$ cat config.mk
export PLATFORM = sky130hd
export DESIGN_NAME = branch_resolve_ctrl
export DESIGN_NICKNAME = d
export VERILOG_FILES = /design/src/rtl/branch_resolve_ctrl_pkg.sv /design/src/rtl/branch_resolve_ctrl_bht_2bit.sv /design/src/rtl/branch_resolve_ctrl.sv
export SDC_FILE = /design/constraint.sdc
export NUM_CORES = 1
export LEC_CHECK = 0
export CAP_MARGIN = 30
export CORE_UTILIZATION = 40
export CTS_BUF_LIST = sky130_fd_sc_hd__clkbuf_8
export CTS_CLUSTER_DIAMETER = 120
export CTS_CLUSTER_SIZE = 30
export DETAILED_ROUTE_END_ITERATION = 8
export HOLD_SLACK_MARGIN = 0.08
export PLACE_DENSITY = 0.64
export SYNTH_ARGS = -nofsm -noshare
export SYNTH_HDL_FRONTEND = slang
export SYNTH_HIERARCHICAL = 1
export SYNTH_SLANG_ARGS = --single-unit
$ cat constraint.sdc
create_clock -name clk -period 5.3 [get_ports clk]
set_input_delay 1.06 -clock clk [delete_from_list [all_inputs] [get_ports clk]]
set_output_delay 1.06 -clock clk [all_outputs]
set_load 0.03 [all_outputs]
$ cat src/rtl/branch_resolve_ctrl_pkg.sv
// Shared types and encodings for the execute-stage branch resolver.
// Covers the conditional-branch funct3 codes, the sequencer states and the prediction-table reset value.
package branch_resolve_ctrl_pkg;

    localparam logic [2:0] F3_BEQ  = 3'b000;
    localparam logic [2:0] F3_BNE  = 3'b001;
    localparam logic [2:0] F3_BLT  = 3'b100;
    localparam logic [2:0] F3_BGE  = 3'b101;
    localparam logic [2:0] F3_BLTU = 3'b110;
    localparam logic [2:0] F3_BGEU = 3'b111;

    localparam logic [1:0] BHT_RST = 2'b01;

    typedef enum logic {
        ST_IDLE  = 1'b0,
        ST_FLUSH = 1'b1
    } state_t;

endpackage

$ cat src/rtl/branch_resolve_ctrl_bht_2bit.sv
// Bimodal prediction table of 2-bit saturating counters.
// Combinational read port; the write port updates one entry at the clock edge.
module bht_2bit
    import branch_resolve_ctrl_pkg::*;
#(
    parameter int IDX_W = 6
) (
    input  logic             clk,
    input  logic             rst_n,
    input  logic [IDX_W-1:0] i_rd_idx,
    output logic [1:0]       o_rd_ctr,
    input  logic             i_wr_en,
    input  logic [IDX_W-1:0] i_wr_idx,
    input  logic             i_wr_taken
);

    localparam int ENTRIES = 1 << IDX_W;

    logic [1:0] r_ctr [ENTRIES];
    logic [1:0] w_cur;
    logic [1:0] w_nxt;

    // A same-cycle read of the entry being written sees the old value.
    assign o_rd_ctr = r_ctr[i_rd_idx];
    assign w_cur    = r_ctr[i_wr_idx];

    always_comb begin
        w_nxt = w_cur;
        if (i_wr_taken) begin
            if (w_cur != 2'b11) w_nxt = w_cur + 2'd1;
        end else begin
            if (w_cur != 2'b00) w_nxt = w_cur - 2'd1;
        end
    end

    always_ff @(posedge clk or negedge rst_n) begin
        if (!rst_n) begin
            for (int i = 0; i < ENTRIES; i++) r_ctr[i] <= BHT_RST;
        end else if (i_wr_en) begin
            r_ctr[i_wr_idx] <= w_nxt;
        end
    end

endmodule

$ cat src/rtl/branch_resolve_ctrl.sv
// Execute-stage branch resolver: decides taken and checks it against the prediction.
// On a mispredict or jump it issues a registered redirect and then holds the front-end flush.
//   state    | meaning
//   ST_IDLE  | accepting resolves from EX
//   ST_FLUSH | flush held, EX ignored, r_cnt cycles remaining after this one
module branch_resolve_ctrl
    import branch_resolve_ctrl_pkg::*;
#(
    parameter int BHT_IDX_W    = 6,
    parameter int FLUSH_CYCLES = 2
) (
    input  logic        clk,
    input  logic        rst_n,
    input  logic [31:0] if_pc,
    output logic        if_pred_taken,
    input  logic        ex_valid,
    input  logic        ex_is_branch,
    input  logic        ex_is_jal,
    input  logic        ex_is_jalr,
    input  logic [2:0]  ex_funct3,
    input  logic [31:0] ex_pc,
    input  logic [31:0] ex_imm,
    input  logic [31:0] ex_jalr_target,
    input  logic        ex_pred_taken,
    output logic        br_un,
    input  logic        br_eq,
    input  logic        br_lt,
    output logic        redirect_valid,
    output logic [31:0] redirect_pc,
    output logic        flush,
    output logic        illegal_br,
    output logic [31:0] branch_cnt,
    output logic [31:0] mispred_cnt
);

    localparam logic [2:0] FLUSH_INIT = 3'(FLUSH_CYCLES - 1);

    state_t      r_state, w_state_nxt;
    logic [2:0]  r_cnt, w_cnt_nxt;
    logic        r_redirect_valid;
    logic [31:0] r_redirect_pc;
    logic        r_illegal;
    logic [31:0] r_branch_cnt;
    logic [31:0] r_mispred_cnt;

    logic        w_flush;
    logic        w_resolve;
    logic        w_br_resolve;
    logic        w_taken;
    logic        w_illegal_f3;
    logic        w_mispred;
    logic        w_redirect;
    logic [31:0] w_target;
    logic [1:0]  w_pred_ctr;

    assign br_un   = ex_funct3[1];
    assign w_flush = (r_state == ST_FLUSH);

    always_comb begin
        w_taken      = 1'b0;
        w_illegal_f3 = 1'b0;
        case (ex_funct3)
            F3_BEQ:           w_taken = br_eq;
            F3_BNE:           w_taken = !br_eq;
            F3_BLT, F3_BLTU:  w_taken = br_lt;
            F3_BGE, F3_BGEU:  w_taken = !br_lt;
            default:          w_illegal_f3 = 1'b1;
        endcase
    end

    assign w_resolve    = ex_valid & !w_flush & (ex_is_branch | ex_is_jal | ex_is_jalr);
    // Jump flags outrank the branch flag when several are set.
    assign w_br_resolve = w_resolve & ex_is_branch & !ex_is_jal & !ex_is_jalr;
    assign w_mispred    = w_br_resolve & (w_taken != ex_pred_taken);
    assign w_redirect   = w_resolve & (ex_is_jalr | ex_is_jal | w_mispred);

    always_comb begin
        if (ex_is_jalr)                  w_target = {ex_jalr_target[31:1], 1'b0};
        else if (ex_is_jal || w_taken)   w_target = ex_pc + ex_imm;
        else                             w_target = ex_pc + 32'd4;
    end

    bht_2bit #(.IDX_W(BHT_IDX_W)) u_bht (
        .clk        (clk),
        .rst_n      (rst_n),
        .i_rd_idx   (if_pc[BHT_IDX_W+1:2]),
        .o_rd_ctr   (w_pred_ctr),
        .i_wr_en    (w_br_resolve),
        .i_wr_idx   (ex_pc[BHT_IDX_W+1:2]),
        .i_wr_taken (w_taken)
    );

    assign if_pred_taken = w_pred_ctr[1];

    always_comb begin
        w_state_nxt = r_state;
        w_cnt_nxt   = r_cnt;
        case (r_state)
            ST_IDLE: begin
                if (w_redirect) begin
                    w_state_nxt = ST_FLUSH;
                    w_cnt_nxt   = FLUSH_INIT;
                end
            end
            ST_FLUSH: begin
                if (r_cnt == 3'd0) w_state_nxt = ST_IDLE;
                else               w_cnt_nxt   = r_cnt - 3'd1;
            end
            default: w_state_nxt = ST_IDLE;
        endcase
    end

    always_ff @(posedge clk or negedge rst_n) begin
        if (!rst_n) begin
            r_state          <= ST_IDLE;
            r_cnt            <= 3'd0;
            r_redirect_valid <= 1'b0;
            r_redirect_pc    <= 32'd0;
            r_illegal        <= 1'b0;
            r_branch_cnt     <= 32'd0;
            r_mispred_cnt    <= 32'd0;
        end else begin
            r_state          <= w_state_nxt;
            r_cnt            <= w_cnt_nxt;
            r_redirect_valid <= w_redirect;
            if (w_redirect) r_redirect_pc <= w_target;
            r_illegal        <= w_br_resolve & w_illegal_f3;
            if (w_br_resolve) r_branch_cnt  <= r_branch_cnt + 32'd1;
            if (w_mispred)    r_mispred_cnt <= r_mispred_cnt + 32'd1;
        end
    end

    assign flush          = w_flush;
    assign redirect_valid = r_redirect_valid;
    assign redirect_pc    = r_redirect_pc;
    assign illegal_br     = r_illegal;
    assign branch_cnt     = r_branch_cnt;
    assign mispred_cnt    = r_mispred_cnt;

endmodule

==> results of run 1 <==
-- layout make-up --
cell class | count | area, sq um | area share [%]
repair buffers | 240 | 2380 | 14.3
multi-input cells | 1133 | 7570 | 45.6
well taps | 448 | 561 | 3.37
inverters | 22 | 82.6 | 0.497
clock buffers | 11 | 151 | 0.911
flip-flops and latches | 230 | 5840 | 35.1
clock inverters | 6 | 30.0 | 0.181
-- power by group through the flow --
stage | Sequential, uW | Combinational (uW) | Clock, uW
2_1_floorplan | 2330 | 597 | 0
3_3_place_gp | 2060 | 1480 | 0
3_5_place_dp | 2070 | 1500 | 0
4_1_cts | 2040 | 1500 | 787
5_1_grt | 2060 | 1610 | 827
6_report | 2040 | 1500 | 748
-- placed cells by master, fill, tap and decap left out, types with 10 or more instances in the layout --
master and instances:
mux2i_1 18, o21ai_0 120, dfrtp_1 166, buf_4 24
a21o_1 12, nor3_1 23, nand3_1 55, clkdlybuf4s50_1 209
xnor2_1 72, nand2b_1 10, o31ai_2 20, nand2_1 283
clkbuf_8 11, dfstp_2 64, a21oi_1 57, xor2_1 38
mux4_2 35, inv_1 26, mux2_2 10, o31ai_1 50
o211ai_1 11, a22oi_1 11, and3_1 29, a211oi_1 17
ha_1 36, nand4_1 21, nor2_1 78
-- registers in the layout (all words and copies together) (netlist names) --
name	flops
mispred_cnt	32
r_cnt	3
flush	1
u_bht/r_ctr	128
branch_cnt	32
illegal_br	1
redirect_valid	1
redirect_pc	32
-- through the flow --
step / power (uW) / hold slack (ns) / instance area, sq um / std cells
after floorplan: 2930 / 0.440 / 13900 / 1463
after global placement: 3550 / 0.454 / 16400 / 2073
after detailed placement: 3570 / 0.456 / 16400 / 2073
after CTS: 4330 / 0.479 / 16600 / 2090
after global routing: 4500 / 0.496 / 16600 / 2090
final: 4280 / 0.482 / 16600 / 2090
-- per-layer routing --
metal	routed length (um)	vias to the layer above	share of wire [%]
met5	13	-	0.031
met4	827	2	2.0
met3	2750	47	6.6
met2	18900	442	46
met1	18900	5831	46
li1	-	5637	-
-- path summary, 6_finish.rpt --
kind                       slack (ns)                          end            startpoint
hold reg to reg                  0.48         r_cnt[0]$_DFFE_PN0P_  r_cnt[0]$_DFFE_PN0P_
max in group asynchronous        3.54  u_bht/r_ctr[92]$_DFFE_PN1P_                 rst_n
min in group asynchronous        0.63    branch_cnt[5]$_DFFE_PN0P_                 rst_n
hold / removal                   0.48         r_cnt[0]$_DFFE_PN0P_  r_cnt[0]$_DFFE_PN0P_
setup / recovery                 0.61                if_pred_taken              if_pc[2]
setup reg to reg                 2.08  mispred_cnt[31]$_DFFE_PN0N_       flush$_DFF_PN0_
==> reports/qor.csv, run 1 <==
metric;value;unit
Worst Path Buf+Inv;3;
fillcell total;3171;
Seq pwr share;47.5;%
CP startpoint kind;input port;
H-tree depth;1;
layout cells sized above 1;11.6;%
final setup TNS;0;ns
Clock Latency Late Sink;0.53;ns
dpl hpwl;29600;um
CTS tree;done;
# clock sinks;230;
initial antenna violation count;1;
CP arrival;3.63;ns
Initial Utilization;41.0;%
status;complete, no violations;
routed via count;12000;
first-pass GRT wire length;65300;um
CP delay by family, top;multiplexers;
Tot GR Track Use;23.0;%
Antenna diodes;0;
area of the die;35400;sq um
gpl congestion;0.908;
post-CTS resize count;0;
post-layout util;49.2;%
Internal Power;2720;uW
Max Cap Viol;0;
cell mode on critical path;mux4_2;
Tmin final;4.69;ns
VDD IR max;0.000211;V
average cell area after synthesis;9.48;sq um
Routed WL;41300;um
Clock Pin Slew Worst Setup and Hold Paths;0.17;ns
Setup Fix Bufs, Post-CTS;0;
combinational share of power;35.0;%
DP Worst Slack;0.625;ns
Pre-antenna DRT Iters;6;
final antenna-violating net count;0;
Mapped Cells;1463;
cell leakage power;0.00663;uW
post-DR wirelength/cell;19.8;um
# rows;67;
vias in the first global route;11400;
met3 Use GR;3.00;%
Final Hold Vio Count;0;
Mapped Nets;1640;
R2R cell count;8;
Crit-path slowest cell;mux4_2;
largest net degree at the start of global routing;128;
Hold Crit Depth;1;
Ys Warns;6;
worst path cell trace;clkdlybuf4s50_1 -> buf_4 -> mux4_2 -> mux4_2 -> mux4_2 -> buf_4;
chip height;188;um
Tcrit/Tclk final;88.5;%
Via-to-Cell Ratio;5.72;
mapped cell area;13900;sq um
fin worst setup slack;0.608;ns
Hold/Removal Path Class;reg -> reg;
max-slew violations;0;
CP Max Fanout;16;
hold_buf cts;0;
initial DRC count;1033;
Setup crit end kind;output pin;
CTS Buffer Depth;3;
num ports;241;
Rel. slew slack;31.0;%
Switching Share;36.5;%
DRC Markers;0;
Clk network pwr share;17.5;%
final setup vio count;0;
total CTS buffers;11;
RSZ-0062 raised after global routing;no;
Crit path required time;4.24;ns
Area Overhead vs Synth;19.8;%
skew final;0.0183;ns
net switching power figure;1560;uW
Core Region;33800;sq um
final net count;1815;
Worst path depth;6;
die width;188;um
WS Path Type;in -> out;
worst slew pin tran;1.03;ns
Crit path largest cell delay;0.56;ns
Remaining Overflow, GRT;0;
met1 Track Usage GR;33.9;%
PortBufs;213;
CTS root buf;clkbuf_8;
Pwr per Cell Area;258;nW/um^2
FMAX;0.213;GHz
M2 GR Usage;36.0;%
gr busiest metal;met2;
(Power assumes the default switching activity.)
==> run 2, diff against run 1 <==
--- a/config.mk
+++ b/config.mk
@@ -5,7 +5,7 @@
 export SDC_FILE = /design/constraint.sdc
 export NUM_CORES = 1
 export LEC_CHECK = 0
-export CAP_MARGIN = 30
+export CAP_MARGIN = 20
 export CORE_UTILIZATION = 40
 export CTS_BUF_LIST = sky130_fd_sc_hd__clkbuf_8
 export CTS_CLUSTER_DIAMETER = 120
==> results of run 2 <==
Same layout as run 1: the final DEF is identical, and so are final timing and power.
==> run 3, diff against run 2 <==
--- a/config.mk
+++ b/config.mk
@@ -5,6 +5,7 @@
 export SDC_FILE = /design/constraint.sdc
 export NUM_CORES = 1
 export LEC_CHECK = 0
+export ABC_CLOCK_PERIOD_IN_PS = 5300
 export CAP_MARGIN = 20
 export CORE_UTILIZATION = 40
 export CTS_BUF_LIST = sky130_fd_sc_hd__clkbuf_8
==> results of run 3 <==
Same layout as run 1: the final DEF is identical, and so are final timing and power.
